<file path="src/rtl/baud_pkg.sv">
// Shared constants and helpers for the fractional baud tick generator.
package baud_pkg;

    localparam int unsigned MIN_DIV_INT = 2;

    typedef struct packed {
        logic [31:0] div_int;
        logic [31:0] div_frac;
    } div_pair_t;

    // round(clock_freq * 2^frac_w / (baud * oversample)), split into int/frac.
    function automatic div_pair_t default_div(input longint unsigned clock_freq,
                                              input longint unsigned baud,
                                              input longint unsigned oversample,
                                              input int unsigned     frac_w);
        longint unsigned den;
        longint unsigned total;
        div_pair_t       pair;
        den           = baud * oversample;
        total         = ((clock_freq << frac_w) + den / 2) / den;
        pair.div_int  = 32'(total >> frac_w);
        pair.div_frac = 32'(total & ((64'd1 << frac_w) - 64'd1));
        return pair;
    endfunction

    function automatic int unsigned os_cnt_w(input int unsigned oversample);
        return $clog2(oversample);
    endfunction

endpackage

</file>
<file path="src/rtl/baud_frac_acc.sv">
// Fractional phase accumulator: adds div_frac per os period and flags when the
// next period must be stretched by one clock.
module baud_frac_acc #(
    parameter int unsigned DIV_FRAC_W = 4
) (
    input  logic                  clk,
    input  logic                  reset,
    input  logic                  clear_i,
    input  logic                  add_en_i,
    input  logic [DIV_FRAC_W-1:0] div_frac_i,
    output logic                  carry_o,
    output logic                  extend_o
);

    logic [DIV_FRAC_W-1:0] acc_q;
    logic                  extend_q;
    logic [DIV_FRAC_W:0]   sum;

    always_comb begin
        sum     = {1'b0, acc_q} + {1'b0, div_frac_i};
        carry_o = sum[DIV_FRAC_W];
    end

    always_ff @(posedge clk) begin
        if (reset || clear_i) begin
            acc_q    <= '0;
            extend_q <= 1'b0;
        end else if (add_en_i) begin
            acc_q    <= sum[DIV_FRAC_W-1:0];
            extend_q <= carry_o;
        end
    end

    assign extend_o = extend_q;

endmodule

</file>
<file path="src/rtl/baud_rate_generator_frac.sv">
// Runtime-programmable fractional baud generator producing oversample and bit ticks,
// with a shadowed divisor load and phase realignment on sync_clear.
module baud_rate_generator_frac
    import baud_pkg::*;
#(
    parameter int unsigned CLOCK_FREQ   = 50000000,
    parameter int unsigned DEFAULT_BAUD = 19200,
    parameter int unsigned OVERSAMPLE   = 16,
    parameter int unsigned DIV_INT_W    = 16,
    parameter int unsigned DIV_FRAC_W   = 4
) (
    input  logic                          clk,
    input  logic                          reset,
    input  logic                          enable_i,
    input  logic [DIV_INT_W-1:0]          div_int_i,
    input  logic [DIV_FRAC_W-1:0]         div_frac_i,
    input  logic                          div_load_i,
    output logic                          div_busy_o,
    input  logic                          sync_clear_i,
    output logic                          os_tick_o,
    output logic                          bit_tick_o,
    output logic [$clog2(OVERSAMPLE)-1:0] os_count_o
);

    localparam int unsigned OsCntW = os_cnt_w(OVERSAMPLE);
    localparam div_pair_t DefDiv = default_div(CLOCK_FREQ, DEFAULT_BAUD, OVERSAMPLE, DIV_FRAC_W);
    localparam logic [DIV_INT_W-1:0]  DefInt  = DIV_INT_W'(DefDiv.div_int);
    localparam logic [DIV_FRAC_W-1:0] DefFrac = DIV_FRAC_W'(DefDiv.div_frac);
    localparam logic [DIV_INT_W-1:0]  MinInt  = DIV_INT_W'(MIN_DIV_INT);
    localparam logic [OsCntW-1:0]     OsLast  = OsCntW'(OVERSAMPLE - 1);

    logic [DIV_INT_W-1:0]  cnt_q;
    logic [OsCntW-1:0]     os_cnt_q;
    logic                  os_tick_q;
    logic                  bit_tick_q;
    logic                  busy_q;
    logic [DIV_INT_W-1:0]  act_int_q;
    logic [DIV_FRAC_W-1:0] act_frac_q;
    logic [DIV_INT_W-1:0]  sh_int_q;
    logic [DIV_FRAC_W-1:0] sh_frac_q;

    logic                  capture;
    logic                  boundary;
    logic                  extend;
    logic                  carry;
    logic [DIV_INT_W-1:0]  eff_int;
    logic [DIV_INT_W:0]    period;
    logic [DIV_FRAC_W-1:0] nxt_frac;

    always_comb begin
        capture  = div_load_i && !busy_q;
        eff_int  = (act_int_q < MinInt) ? MinInt : act_int_q;
        period   = {1'b0, eff_int} + {{DIV_INT_W{1'b0}}, extend};
        // >= rather than == so a divisor swapped in while frozen cannot strand the counter
        boundary = enable_i && (({1'b0, cnt_q} + (DIV_INT_W + 1)'(1)) >= period);
        // The fraction governing the coming period is the one added at its start
        nxt_frac = busy_q ? sh_frac_q : act_frac_q;
    end

    baud_frac_acc #(
        .DIV_FRAC_W (DIV_FRAC_W)
    ) u_frac_acc (
        .clk        (clk),
        .reset      (reset),
        .clear_i    (sync_clear_i),
        .add_en_i   (boundary && !sync_clear_i),
        .div_frac_i (nxt_frac),
        .carry_o    (carry),
        .extend_o   (extend)
    );

    always_ff @(posedge clk) begin
        if (reset) begin
            cnt_q      <= '0;
            os_cnt_q   <= '0;
            os_tick_q  <= 1'b0;
            bit_tick_q <= 1'b0;
            busy_q     <= 1'b0;
            act_int_q  <= DefInt;
            act_frac_q <= DefFrac;
            sh_int_q   <= '0;
            sh_frac_q  <= '0;
        end else if (sync_clear_i) begin
            // Counter reloads at 1 so the next tick lands div_int cycles after the clear
            cnt_q      <= DIV_INT_W'(1);
            os_cnt_q   <= '0;
            os_tick_q  <= 1'b0;
            bit_tick_q <= 1'b0;
            busy_q     <= 1'b0;
            if (capture) begin
                sh_int_q   <= div_int_i;
                sh_frac_q  <= div_frac_i;
                act_int_q  <= div_int_i;
                act_frac_q <= div_frac_i;
            end else if (busy_q) begin
                act_int_q  <= sh_int_q;
                act_frac_q <= sh_frac_q;
            end
        end else begin
            if (capture) begin
                sh_int_q  <= div_int_i;
                sh_frac_q <= div_frac_i;
                busy_q    <= 1'b1;
            end
            if (!enable_i) begin
                os_tick_q  <= 1'b0;
                bit_tick_q <= 1'b0;
                if (busy_q) begin
                    act_int_q  <= sh_int_q;
                    act_frac_q <= sh_frac_q;
                    busy_q     <= 1'b0;
                end
            end else if (boundary) begin
                cnt_q      <= '0;
                os_tick_q  <= 1'b1;
                bit_tick_q <= (os_cnt_q == OsLast);
                os_cnt_q   <= os_cnt_q + OsCntW'(1);
                if (busy_q) begin
                    act_int_q  <= sh_int_q;
                    act_frac_q <= sh_frac_q;
                    busy_q     <= 1'b0;
                end
            end else begin
                cnt_q      <= cnt_q + DIV_INT_W'(1);
                os_tick_q  <= 1'b0;
                bit_tick_q <= 1'b0;
            end
        end
    end

    assign div_busy_o = busy_q;
    assign os_tick_o  = os_tick_q;
    assign bit_tick_o = bit_tick_q;
    assign os_count_o = os_cnt_q;

endmodule
</file>
<file path="config.mk">
export PLATFORM = sky130hd
export DESIGN_NAME = baud_rate_generator_frac
export DESIGN_NICKNAME = d
export VERILOG_FILES = /design/src/rtl/baud_pkg.sv /design/src/rtl/baud_frac_acc.sv /design/src/rtl/baud_rate_generator_frac.sv
export SDC_FILE = /design/constraint.sdc
export NUM_CORES = 1
export LEC_CHECK = 0
export CORE_MARGIN = 10
export CORE_UTILIZATION = 59
export DETAILED_ROUTE_END_ITERATION = 16
export PLACE_DENSITY = 0.84
export SYNTH_ARGS = -nofsm -noshare
export SYNTH_HDL_FRONTEND = slang
export SYNTH_HIERARCHICAL = 1
export SYNTH_SLANG_ARGS = --single-unit
</file>
<file path="constraint.sdc">
create_clock -name clk -period 5.5 [get_ports clk]
set_input_delay 0.55 -clock clk [delete_from_list [all_inputs] [get_ports clk]]
set_output_delay 0.55 -clock clk [all_outputs]
set_load 0.05 [all_outputs]
</file>
Word level (Yosys, flattened, before mapping)
Cells that the tools add are included.
{ "totals": {"ff_bits": 68, "latch_bits": 0, "ram_bits": 0, "romBits": 0, "in_bits": 25, "memories": 0} }
{ "op_classes": {"add_sub_neg": 5, "mul": 0, "n_div": 0, "order_cmp": 2, "n_eq_ne": 2, "shifts": 0, "mux": 19, "bitwise": 2, "n_reduce_logical": 11} }
{ "ops": {"columns": ["cell", "count"], "rows": [
  ["$mux W16", 7],
  ["$mux W4", 5],
  ["$add A16 B1 Y17", 1],
  ["$add A16 B1 Y17 const B", 1],
  ["$ge A17 B17 Y1", 1],
  ["$add A16 B1 Y16 const B", 1],
  ["$lt A16 B2 Y1 const B", 1],
  ["$mux W1", 7],
  ["$add A4 B4 Y5", 1],
  ["$add A4 B1 Y4 const B", 1],
  ["$eq A4 B4 Y1 const B", 1],
  ["$reduce_or A4 Y1", 1],
  ["$logic_and A1 B1 Y1", 3],
  ["$ne A3 B1 Y1 const B", 1],
  ["$reduce_or A3 Y1", 1],
  ["$logic_not A1 Y1", 2],
  ["$not A1 Y1", 2],
  ["$reduce_and A2 Y1", 1],
  ["$reduce_bool A2 Y1", 1],
  ["$reduce_or A2 Y1", 1],
  ["$logic_or A1 B1 Y1", 1]
]} }

Longest topological paths before layout
Gate-level depths: netlist (run 1).
{ "logic_depth": {"ltp_word": 8, "mapped_depth": 20} }

Hierarchy
The synthesis (run 1) kept the hierarchy.
{ "modules_own_cells": {"columns": ["mod", "instances", "cells_per_inst", "area_per_inst_um2", "seq_area_each_um2"], "rows": [
  ["baud_rate_generator_frac", 1, 455, 3659.8, 1261.2],
  ["baud_frac_acc", 1, 36, 336.6, 100.1]
]} }

Least setup slack after synthesis (run 1)
No wires, ideal clock.
{ "synth_timing": {"path_kind": "reg2reg", "start": "register act_int_q[8]", "end": "register u_frac_acc.acc_q[3]", "setup_ns": 0.060, "arrival_time_ns": 3.750, "t_required_ns": 5.440, "slack_ns": 1.690, "path_stages_with_launch": 21, "synth_period_minus_slack_ns": 3.810, "cell_sequence": "dfxtp_1 > clkbuf_1 > nor4_1 > nand4_1 > and2_1 > ha_1 > ha_1 > nand3_1 > nor3_1 > nand2_1 > xor2_1 > ha_1 > nand2_1 > o21a_1 > o221ai_2 > a22oi_2 > nor2_1 > buf_6 > or4b_1 > a21o_1 > nand3_2"} }
{ "synth_between": {"elab_chain_len": 6} }
{ "synth_lines": {"columns": ["item", "line_no", "text"], "rows": [
  ["from (decl)", "baud_rate_generator_frac.sv:37", "logic [DIV_INT_W-1:0] act_int_q;"],
  ["from (signal assigned)", "baud_rate_generator_frac.sv:79", "act_int_q <= DefInt;"],
  ["from (signal assigned)", "baud_rate_generator_frac.sv:93", "act_int_q <= div_int_i;"],
  ["from (signal assigned)", "baud_rate_generator_frac.sv:96", "act_int_q <= sh_int_q;"],
  ["$lt A16 B2 Y1", "baud_rate_generator_frac.sv:52", "eff_int = (act_int_q < MinInt) ? MinInt : act_int_q;"],
  ["$mux W16 (*)", "baud_rate_generator_frac.sv:52", null],
  ["$add A16 B1 Y17 (*)", "baud_rate_generator_frac.sv:53", "period = {1'b0, eff_int} + {{DIV_INT_W{1'b0}}, extend};"],
  ["$ge A17 B17 Y1 (*)", "baud_rate_generator_frac.sv:55", "boundary = enable_i && (({1'b0, cnt_q} + (DIV_INT_W + 1)'(1)) >= period);"],
  ["$logic_and A1 B1 Y1 (*)", "baud_rate_generator_frac.sv:55", null],
  ["$logic_and A1 B1 Y1 (*)", "baud_rate_generator_frac.sv:66", ".add_en_i (boundary && !sync_clear_i),"],
  ["to (signal assigned)", "baud_frac_acc.sv:29", "acc_q <= sum[DIV_FRAC_W-1:0];"],
  ["to (decl)", "baud_frac_acc.sv:15", "logic [DIV_FRAC_W-1:0] acc_q;"]
]} }
Mark *: on every way between the ends. The rest lies on a longest branch, timed or not.
A chain may end at the register's enable or synchronous reset.

Worst setup path after layout (run 1)
Ends and elaborated chain as after synthesis.

==> summary.md, run 1 <==
| Metric | Value |
|---|---|
| Die height | slightly above 100 microns |
| Most common cell after layout, fill and taps aside | nand2_1 |
| Netlist Area Pre-Place | ~4000 sq um |
| Global-route wire length before repair | roughly 15000 microns |
| Mapped Cells | 490 |
| Clock Path Buffers | 2 |
| Layout cell share with drive strength beyond 1 | roughly 5.7% |
| DR pass1 iterations | 4 |
| Yosys Warn Count | 6 |
| Post-DR vias/cell | roughly 5.8 |
| Initial antenna violation count | 0 |
| Switch Pwr | 302 uW |
| Total Wirelength | slightly below 9000 microns |
| Post-CTS setup buffer count | 0 |
| Pwr Density | 244 nW/um^2 |
| Final Setup Violations | 0 |
| # nets final | 558 |
| Dpl hpwl | 6360 microns |
| Internal Pwr Total | approximately 800 uW |
| Finished Core Util | a little over two thirds |
| Worst clock skew | 0.00779 ns |
| Most frequent cells in the layout | nand2_1, dfxtp_1, a21oi_1, nor2_1, clkdlybuf4s50_1 |
| Number of hold buffers added after CTS | 0 |
| N_diodes | 0 |
| Top-Level Pins | 32 |
| Max-Cap Viols | 0 |
| Residual DRC | 0 |
| Kind of start point of the critical path | flop |
| Final hold violations | 0 |
| Core area | 6460 sq um |
| RSZ-0062 raised after global routing | false |
| Switch share | 27.7% |
| Cell count after placement | 573 |
| Via Count | approximately 3.4k |
| Minimum clock period | about 4.4 ns |
| Max Fanout on Critical Path | 9 |
| Clock tree sinks | 68 |
| Setup_tns | 0 ns |
| Die X | between 100 and 150 microns |
| Vias in the first global route | 3302 |
| Largest net degree at the start of global routing | 50 |
| Antenna viol nets, final | 0 |
| Post-Layout Cell Count | 589 |
| Final RePlAce weighted congestion | 0.864 |
| Rows | 29 |
| Clock slew at reported path FFs | around 0.080 ns |
| Synth Net Count | between 500 and 600 |
| # port buffers | 31 |
| Inserted Clock Buffers | 9 |
| Area Overhead vs Synth | 12.2% |
| Tightest Pin Transition | between 0.8 and 0.9 ns |
| P_leak | between 0.0015 and 0.002 uW |
| Clk pwr share | roughly 38% |
| Kind of critical path | flop to flop |
| Iteration-0 DRC Markers | 130 |
| Type of the worst min-delay path | flop to flop |
| Max VDD drop | ~0.00019 V |
| R2r startpoint | act_int_q[8]$_SDFFE_PP0P_ |
| CTS tree | built |
| Worst hold start | sh_frac_q[3]$_SDFFE_PP0P_ |
| Sequential share of power | approximately half |
| CP Capture Type | flop |
| Highest clock rate | between 200 and 250 MHz |
| CTS HTree Levels | 3 |
| PostCTS Resize Cnt | 0 |
| Fin crit share | between 70 and 80% |
| Initial Util | around three fifths |
| Syn avg cell area | roughly 8.1 sq um |
| Logic pwr share | between 10 and 15% |
| Final hold slack | ~0.46 ns |
| Die Area | 10500 sq um |
| Worst Path Required | roughly 5.8 ns |
| Total track usage | around 17% |
| Outcome | finished, final reports clean |
| Max-slew violation count | 0 |
| Worst-Skew Late Latency | 0.35 ns |
| Global route overflow | 0 |
| CP startpoint | act_int_q[8]$_SDFFE_PP0P_ |
| Slew HR | 43.7% |
| Crit path arrival time | between 4 and 5 ns |
| Wirelength per Cell | about 15 microns |
| Clk Tree Root Cell | clkbuf_8 |
## final cells by class
class                           count  area (sq um)
Clock buffer                       10           128
Clock inverter                      6          63.8
Fill cell                         544          1980
Inverter                           14          52.6
Multi-Input combinational cell    378          2430
Sequential cell                    68          1360
Tap cell                           77          96.3
Timing Repair Buffer               36           348
## sequential cells by signal (all words and copies together) (netlist names)
| name | count |
|---|---|
| act_frac_q | 4 |
| bit_tick_o | 1 |
| u_frac_acc/extend_o | 1 |
| act_int_q | 16 |
| sh_int_q | 16 |
| cnt_q | 16 |
| sh_frac_q | 4 |
| div_busy_o | 1 |
| u_frac_acc/acc_q | 4 |
| os_count_o | 4 |
| os_tick_o | 1 |
## metal layers
layer | part of all wire (%) | vias up | wire length, microns | track usage, %
met1 | 47 | 1601 | 4160 | 20.9
met2 | 46 | 83 | 3990 | 28.1
li1 | - | 1732 | - | -
met5 | 0 | - | 0 | 0
met4 | 1.6 | 0 | 136 | 6.18
met3 | 5.4 | 13 | 476 | 5.67
## path summary, 6_finish.rpt
| kind | cells after the start | slack [ns] | end |
|---|---|---|---|
| hold / removal | 2 | 0.46 | sh_frac_q[3]$_SDFFE_PP0P_ |
| hold reg to reg | 2 | 0.46 | sh_frac_q[3]$_SDFFE_PP0P_ |
| setup / recovery | 18 | 1.13 | u_frac_acc/acc_q[3]$_SDFFE_PP0P_ |
| setup reg to reg | 18 | 1.13 | u_frac_acc/acc_q[3]$_SDFFE_PP0P_ |
## stage by stage
| stage | total power (uW) | worst slack, ns | cell area (sq um) |
|---|---|---|---|
| 2_1_floorplan | 645 | 1.69 | 3990 |
| 3_3_place_gp | 685 | 1.40 | 4290 |
| 3_5_place_dp | 692 | 1.21 | 4290 |
| 4_1_cts | 1100 | 1.18 | 4480 |
| 5_1_grt | 1140 | 0.784 | 4480 |
| 6_report | 1090 | 1.13 | 4480 |
## critical path, stage by stage, from the launching register on
cell      delay [ns]
dfxtp_1         0.45
nor4_1          0.11
nand4_1         0.13
and2_1          0.14
ha_1            0.18
ha_1            0.19
nand3_1         0.18
nor3_1          0.34
nand2_1         0.11
xor2_1          0.15
ha_1            0.32
nand2_1         0.07
o21a_1          0.19
o221ai_2        0.27
a22oi_2         0.24
nor2_1          0.50
or4b_1          0.50
a21o_1          0.18
nand3_2         0.05
## power groups by stage
stage          clock network, uW  registers (uW)  logic [uW]
2_1_floorplan                  0             539         106
3_3_place_gp                   0             545         140
3_5_place_dp                   0             547         145
4_1_cts                      418             535         146
5_1_grt                      438             539         163
6_report                     409             536         146
Note: power is estimated with default switching activity, not from simulation.
==> run 2: changes to the inputs <==
==> constraint.sdc (replaced) <==
create_clock -name clk -period 4.3 [get_ports clk]
set_input_delay 0.43 -clock clk [delete_from_list [all_inputs] [get_ports clk]]
set_output_delay 0.43 -clock clk [all_outputs]
set_load 0.05 [all_outputs]
==> run 2 against run 1 <==
First-iteration DRC count rose by 45%. Register-to-register slack lost 0.81 ns. Power increased by 34%. Worst hold slack better by 0.0014 ns. Via count barely moved. Maximum frequency is 9.9% higher. Critical endpoint unchanged.
==> summary.md, run 2 (synthesis gave the netlist of run 1 again) <==
| Metric | Value |
|---|---|
| Hold Path Stages | 2 (unchanged) |
| Clk Tree Root Cell | clkbuf_8 |
| Post-Layout Cell Count | 596 (+1.2%) |
| Rows | 29 (unchanged) |
| Die Area | 10500 sq um (unchanged) |
| Clock tree sinks | 68 (unchanged) |
| Post-DR vias/cell | 5.75 (-1.3%) |
| Via Count | 3426 (-0.087%) |
| Die height | 102 microns (unchanged) |
| Global route overflow | 0 (unchanged) |
| Iteration-0 DRC Markers | 188 (+45%) |
| Crit path largest cell delay | 0.47 ns (-0.03 ns) |
| Logic pwr share | 13.0% (-0.4 points) |
| Antenna viol nets, final | 0 (unchanged) |
| R2r startpoint | act_int_q[8]$_SDFFE_PP0P_ |
| Cell count after placement | 576 (+0.52%) |
| Clock slew at reported path FFs | 0.08 ns (about the same) |
| Max-slew violation count | 0 (unchanged) |
| Top-Level Pins | 32 (unchanged) |
| Hold Path Sink | sh_frac_q[2]$_SDFFE_PP0P_ |
| Most frequent cells in the layout | nand2_1, dfxtp_1, a21oi_1, nor2_1, clkdlybuf4s50_1 |
| Dpl cell area | 4310 sq um (+0.53%) |
| # nets final | 566 (+1.4%) |
| DR pass1 iterations | 4 (unchanged) |
| P_leak | 0.00178 uW (+2.9%) |
| Max Fanout on Critical Path | 7 (-2) |
| Total Wirelength | 8900 microns (+1.5%) |
| Clk pwr share | 39.9% (+2.4 points) |
| Highest clock rate | 252 MHz (+9.9%) |
| Total track usage | 17.7% (+0.41 points) |
| Fillers | 502 (-7.7%) |
| Kind of critical path | flop to flop |
| Outcome | finished, final reports clean |
| Slew HR | 44.1% (+0.40 points) |
| Clock Path Buffers | 2 (unchanged) |
| R2R cell count | 18 (unchanged) |
| Area Overhead vs Synth | 14.6% |
| Max VDD drop | 0.000247 V (+29%) |
| Setup slack, reg-to-reg | 0.33 ns (-0.81 ns) |
| Critical path buffers and inverters | 0 (unchanged) |
| Initial antenna violation count | 0 (unchanged) |
| Final hold slack | 0.458 ns (+0.00137 ns) |
| Design Area, Final | 4580 sq um (+2.1%) |
| Layout cell share with drive strength beyond 1 | 7.32% (+1.7 points) |
| Switch share | 26.6% (-1.1 points) |
| Largest net degree at the start of global routing | 50 (unchanged) |
| Wirelength per Cell | 14.9 microns (+0.35%) |
| CP Capture Type | flop |
| Number of hold buffers added after CTS | 0 (unchanged) |
| Vias in the first global route | 3190 (-3.4%) |
| Switch Pwr | 388 uW (+28%) |
| Die X | 102 microns (unchanged) |
| Final hold violations | 0 (unchanged) |
| Fin crit share | 92.4% (+13 points) |
| Dpl hpwl | 6410 microns (+0.73%) |
| CTS tree | built |
| Residual DRC | 0 (unchanged) |
| Sequential share of power | 47.1% (-2.0 points) |
| Most common cell type on the critical path | ha_1 |
| FF-to-FF End | u_frac_acc/acc_q[3]$_SDFFE_PP0P_ |
| Final RePlAce weighted congestion | 0.818 (-5.4%) |
| # port buffers | 31 (unchanged) |
| Internal Pwr Total | 1070 uW (+35%) |
| Worst Path Required | 4.60 ns (-1.19 ns) |
| RSZ-0062 raised after global routing | true |
| CP Cell Sequence | nor4_1 > nand4_1 > and2_1 > ha_1 > ha_1 > nand3_1 > nor3_1 > nand2_1 > xor2_1 > ha_1 > nand2_1 > o21a_1 > o221ai_2 > a22oi_2 > nor2_1 > or4b_1 > a21o_1 > nand3_2 |
| Slowest cell on crit path | or4b_1 |
| Minimum clock period | 3.97 ns (-0.393 ns) |
| Total power | 1460 uW (+34%) |
| Multi-input logic area | 2430 sq um (about the same) |
| Final Setup Violations | 0 (unchanged) |
| Worst hold start | sh_frac_q[2]$_SDFFE_PP0P_ |
| Type of the worst min-delay path | flop to flop |
| Crit path arrival time | 4.27 ns (-0.39 ns) |
| Max-Cap Viols | 0 (unchanged) |
| FF/Latch Area | 1360 sq um (unchanged) |
| Global-route wire length before repair | 15000 microns (+1.1%) |
| Pwr Density | 318 nW/um^2 (+31%) |
| Inserted Clock Buffers | 9 (unchanged) |
| Kind of start point of the critical path | flop |
| Core area | 6460 sq um (unchanged) |
| Finished Core Util | 70.8% (+1.5 points) |
| Regs by FF count | act_int_q x16, cnt_q x16, sh_int_q x16 |
| Worst-Skew Late Latency | 0.36 ns (about the same) |
| Initial Util | 61.8% (unchanged) |
| N_diodes | 0 (unchanged) |
| Tightest Pin Transition | 0.838 ns (-0.00605 ns) |
| Most common cell after layout, fill and taps aside | nand2_1 |
| CP delay by family, top | simple AND/OR/NAND/NOR gates |
| CTS HTree Levels | 3 (unchanged) |
| Worst clock skew | 0.00956 ns (+0.00177 ns) |
run 2: changes by cell type in the layout (fill, tap and decap cells not counted), sizes merged:
cell / change
clkinv: -1
buf: +8
clkbuf: -1
bufinv: +1
run 2: worst max-delay path by stage:
| stage | startpoint | endpoint | cells after the start | slack (ns) |
|---|---|---|---|---|
| finish | act_int_q[8]$_SDFFE_PP0P_ | u_frac_acc/acc_q[3]$_SDFFE_PP0P_ | 18 | 0.33 |
| CTS | act_int_q[8]$_SDFFE_PP0P_ | u_frac_acc/acc_q[1]$_SDFFE_PP0P_ | 17 | 0.21 |
| floorplan | act_int_q[8]$_SDFFE_PP0P_ | u_frac_acc/acc_q[3]$_SDFFE_PP0P_ | 20 | 0.49 |
| global placement | act_int_q[8]$_SDFFE_PP0P_ | u_frac_acc/acc_q[3]$_SDFFE_PP0P_ | 19 | 0.43 |
| global route | act_int_q[8]$_SDFFE_PP0P_ | u_frac_acc/acc_q[3]$_SDFFE_PP0P_ | 16 | -0.03 |
| detailed placement | act_int_q[8]$_SDFFE_PP0P_ | u_frac_acc/acc_q[1]$_SDFFE_PP0P_ | 17 | 0.22 |
run 2: worst min-delay path: cells and delay by family, from the launching register on:
| family | cells | cell delay [ns] |
|---|---|---|
| compound gates | 1 | 0.05 |
| simple gates | 1 | 0.05 |
| flops | 1 | 0.31 |
run 2: what timing repair did:
| item | in CTS | in global routing |
|---|---|---|
| endpoints found under the hold margin | 0 | 0 |
| buffers inserted | 0 | 5 |
| resized for setup | 0 | 1 |
| setup endpoints to repair | 0 | 18 |
run 2: through the flow:
| step | worst slack [ns] | TNS [ns] |
|---|---|---|
| after detailed placement | 0.216 | 0 |
| final | 0.328 | 0 |
| after global placement | 0.430 | 0 |
| after global routing | -0.0283 | -0.0544 |
| after CTS | 0.213 | 0 |
| after floorplan | 0.490 | 0 |
run 2: power by group through the flow:
stage          combinational, uW  sequential (uW)  clock, uW
2_1_floorplan                136              689          0
3_3_place_gp                 178              699          0
3_5_place_dp                 186              700          0
4_1_cts                      187              686        590
5_1_grt                      213              691        615
6_report                     190              686        581
run 2: final cells by class:
class,count,area share (%)
Tap cell,77,2.11
Clock buffer,9,2.71
Inverter,14,1.15
Multi-Input combinational cell,378,53.2
Timing Repair Buffer,44,9.19
Sequential cell,68,29.8
Clock inverter,6,1.94
run 2: layer usage:
| layer | track usage, % | wire, microns | vias up |
|---|---|---|---|
| li1 | - | - | 1743 |
| met1 | 22.2 | 4180 | 1605 |
| met2 | 27.9 | 4190 | 64 |
| met3 | 5.74 | 410 | 14 |
| met4 | 6.29 | 119 | 0 |
| met5 | 0 | 0 | - |
==> run 3: changes to the inputs <==
--- a/config.mk
+++ b/config.mk
@@ -6,9 +6,9 @@
 export NUM_CORES = 1
 export LEC_CHECK = 0
 export CORE_MARGIN = 10
-export CORE_UTILIZATION = 59
+export CORE_UTILIZATION = 63
 export DETAILED_ROUTE_END_ITERATION = 16
-export PLACE_DENSITY = 0.84
+export PLACE_DENSITY = 0.88
 export SYNTH_ARGS = -nofsm -noshare
 export SYNTH_HDL_FRONTEND = slang
 export SYNTH_HIERARCHICAL = 1
==> constraint.sdc (replaced) <==
create_clock -name clk -period 4.8 [get_ports clk]
set_input_delay 0.48 -clock clk [delete_from_list [all_inputs] [get_ports clk]]
set_output_delay 0.48 -clock clk [all_outputs]
set_load 0.05 [all_outputs]
==> run 3 against run 2 <==
Final area fell by 1.8%. Critical path depth unchanged. Sequential power is 11% lower. Core utilization grew 3.7 points. Non-clock buffer count decreased by 6. Maximum frequency is 9.5% lower. Global-route usage rose by 0.66 points. Via count increased by 2.3%. Sequential cell count stayed put. Largest power group unchanged. Power shrank 14%. Sequential share of layout area rose by 0.55 points. Worst setup slack improved by 0.085 ns.
==> summary.md, run 3 (synthesis gave the netlist of run 1 again) <==
| Metric | Value |
|---|---|
| Outcome | finished, final reports clean |
| Layout cell share with drive strength beyond 1 | 6.03% (-1.3 points) |
| Vias in the first global route | 3367 (+5.5%) |
| CTS tree | built |
| Area Overhead vs Synth | 12.5% |
| Clock slew at reported path FFs | 0.08 ns (about the same) |
| Worst-Skew Late Latency | 0.35 ns (about the same) |
| Clk Tree Root Cell | clkbuf_8 |
| Die Area | 9920 sq um (-5.1%) |
| Fin crit share | 91.4% (-0.98 points) |
| Type of the worst min-delay path | flop to flop |
| Total Wirelength | 9010 microns (+1.3%) |
| Crit path largest cell delay | 0.50 ns (+0.03 ns) |
| Iteration-0 DRC Markers | 196 (+4.3%) |
| Critical path destination | u_frac_acc/acc_q[3]$_SDFFE_PP0P_ |
| Dpl hpwl | 6450 microns (+0.59%) |
| Top-Level Pins | 32 (unchanged) |
| Final hold violations | 0 (unchanged) |
| Minimum clock period | 4.39 ns (+0.415 ns) |
| Pwr Density | 278 nW/um^2 (-13%) |
| Die X | 99.6 microns (-2.6%) |
| R2R cell count | 18 (unchanged) |
| Max Fanout on Critical Path | 9 (+2) |
| RSZ-0062 raised after global routing | false |
| Final Setup Violations | 0 (unchanged) |
| Critical path depth | 18 (unchanged) |
| PostCTS Resize Cnt | 0 (unchanged) |
| Antenna viol nets, final | 0 (unchanged) |
| Kind of critical path | flop to flop |
| CP startpoint | act_int_q[8]$_SDFFE_PP0P_ |
| Largest net degree at the start of global routing | 50 (unchanged) |
| Inserted Clock Buffers | 9 (unchanged) |
| Post-DR vias/cell | 5.95 (+3.5%) |
| CP Cell Sequence | nor4_1 > nand4_1 > and2_1 > ha_1 > ha_1 > nand3_1 > nor3_1 > nand2_1 > xor2_1 > ha_1 > nand2_1 > o21a_1 > o221ai_2 > a22oi_2 > nor2_1 > or4b_1 > a21o_1 > nand3_2 |
| Die height | 99.6 microns (-2.6%) |
| Most common cell type on the critical path | ha_1 |
| Residual DRC | 0 (unchanged) |
| CTS HTree Levels | 3 (unchanged) |
| N_diodes | 0 (unchanged) |
| DR pass1 iterations | 4 (unchanged) |
| P_leak | 0.00174 uW (-2.3%) |
| Critical path buffers and inverters | 0 (unchanged) |
| Worst clock skew | 0.00956 ns (-0.000000270 ns) |
| Initial antenna violation count | 0 (unchanged) |
| Number of hold buffers added after CTS | 0 (unchanged) |
| Kind of start point of the critical path | flop |
| Initial Util | 66.3% (+4.4 points) |
| Max-slew violation count | 0 (unchanged) |
| Post-CTS setup buffer count | 0 (unchanged) |
| Setup slack, reg-to-reg | 0.41 ns (+0.09 ns) |
| Cell count after placement | 573 (-0.52%) |
| CP delay by family, top | simple AND/OR/NAND/NOR gates |
| Most frequent cells in the layout | nand2_1, dfxtp_1, a21oi_1, nor2_1, clkdlybuf4s50_1 |
| Rows | 28 (-3.4%) |
| Worst Path Required | 5.09 ns (+0.49 ns) |
| Max VDD drop | 0.000291 V (+18%) |
| Global route overflow | 0 (unchanged) |
| Finished Core Util | 74.6% (+3.7 points) |
| Max-Cap Viols | 0 (unchanged) |
| Global-route wire length before repair | 15300 microns (+2.4%) |
| Most common cell after layout, fill and taps aside | nand2_1 |
| CP Capture Type | flop |
| Final RePlAce weighted congestion | 0.920 (+12%) |
| Regs by FF count | act_int_q x16, cnt_q x16, sh_int_q x16 |
| Hold Path Stages | 2 (unchanged) |
| Wirelength per Cell | 15.3 microns (+2.5%) |
| R2r startpoint | act_int_q[8]$_SDFFE_PP0P_ |
| Setup_tns | 0 ns (unchanged) |
| Slew HR | 43.9% (-0.19 points) |
| Fillers | 445 (-11%) |
| Tightest Pin Transition | 0.841 ns (+0.00290 ns) |
| Final hold slack | 0.461 ns (+0.00315 ns) |
| FF-to-FF End | u_frac_acc/acc_q[3]$_SDFFE_PP0P_ |
| Clock Path Buffers | 2 (unchanged) |
| # nets final | 560 (-1.1%) |
| Post-Layout Cell Count | 589 (-1.2%) |
| Slowest cell on crit path | nor2_1 |
| Clock tree sinks | 68 (unchanged) |
| Via Count | 3505 (+2.3%) |
| Crit path arrival time | 4.68 ns (+0.41 ns) |
| Highest clock rate | 228 MHz (-9.5%) |
| Core area | 6030 sq um (-6.7%) |
| # port buffers | 31 (unchanged) |
| Total track usage | 18.4% (+0.66 points) |
[run 3: layout make-up]
cell class                 instances  area [sq um]  area share, %
clock inverter                     6          63.8           1.42
sequential                        68          1360           30.3
multi-input combinational        378          2430           54.1
tap                               75          93.8           2.09
clock buffer                      10           128           2.84
inverter                          14          52.6           1.17
timing repair buffer              38           363           8.08
[run 3: layer usage]
layer	share of wire [%]	vias up	track usage [%]
li1	-	1738	-
met1	42	1662	20.9
met2	52	87	32.1
met3	4.6	18	4.71
met4	2.2	0	7.06
met5	0	-	0
[run 3: worst register-to-register path: stages (launching register included)]
cell,delay (ns)
dfxtp_1,0.45
nor4_1,0.11
nand4_1,0.13
and2_1,0.14
ha_1,0.19
ha_1,0.20
nand3_1,0.19
nor3_1,0.36
nand2_1,0.11
xor2_1,0.15
ha_1,0.31
nand2_1,0.06
o21a_1,0.19
o221ai_2,0.27
a22oi_2,0.25
nor2_1,0.50
or4b_1,0.49
a21o_1,0.18
nand3_2,0.05
[run 3: worst min path at each step]
stage | from | endpoint | slack, ns
3_3_place_gp | act_frac_q[2]$_SDFFE_PP1P_ | act_frac_q[2]$_SDFFE_PP1P_ | 0.44
4_1_cts | sh_int_q[7]$_SDFFE_PP0P_ | sh_int_q[7]$_SDFFE_PP0P_ | 0.46
2_1_floorplan | act_frac_q[2]$_SDFFE_PP1P_ | act_frac_q[2]$_SDFFE_PP1P_ | 0.43
6_report | sh_frac_q[0]$_SDFFE_PP0P_ | sh_frac_q[0]$_SDFFE_PP0P_ | 0.46
5_1_grt | sh_int_q[7]$_SDFFE_PP0P_ | sh_int_q[7]$_SDFFE_PP0P_ | 0.49
3_5_place_dp | act_frac_q[3]$_SDFFE_PP1P_ | act_frac_q[3]$_SDFFE_PP1P_ | 0.45
[run 3: metrics by stage]
step / setup WS, ns / power (uW) / area, sq um
finish: 0.413 / 1250 / 4490
global route: 0.0149 / 1300 / 4490
CTS: 0.492 / 1260 / 4490
detailed placement: 0.537 / 794 / 4300
global placement: 0.735 / 786 / 4300
floorplan: 0.990 / 739 / 3990
[run 3: power by group]
| group | internal, uW | switching, uW |
|---|---|---|
| sequential | 588 | 25.4 |
| combinational | 76.9 | 93.6 |
| clock | 240 | 226 |
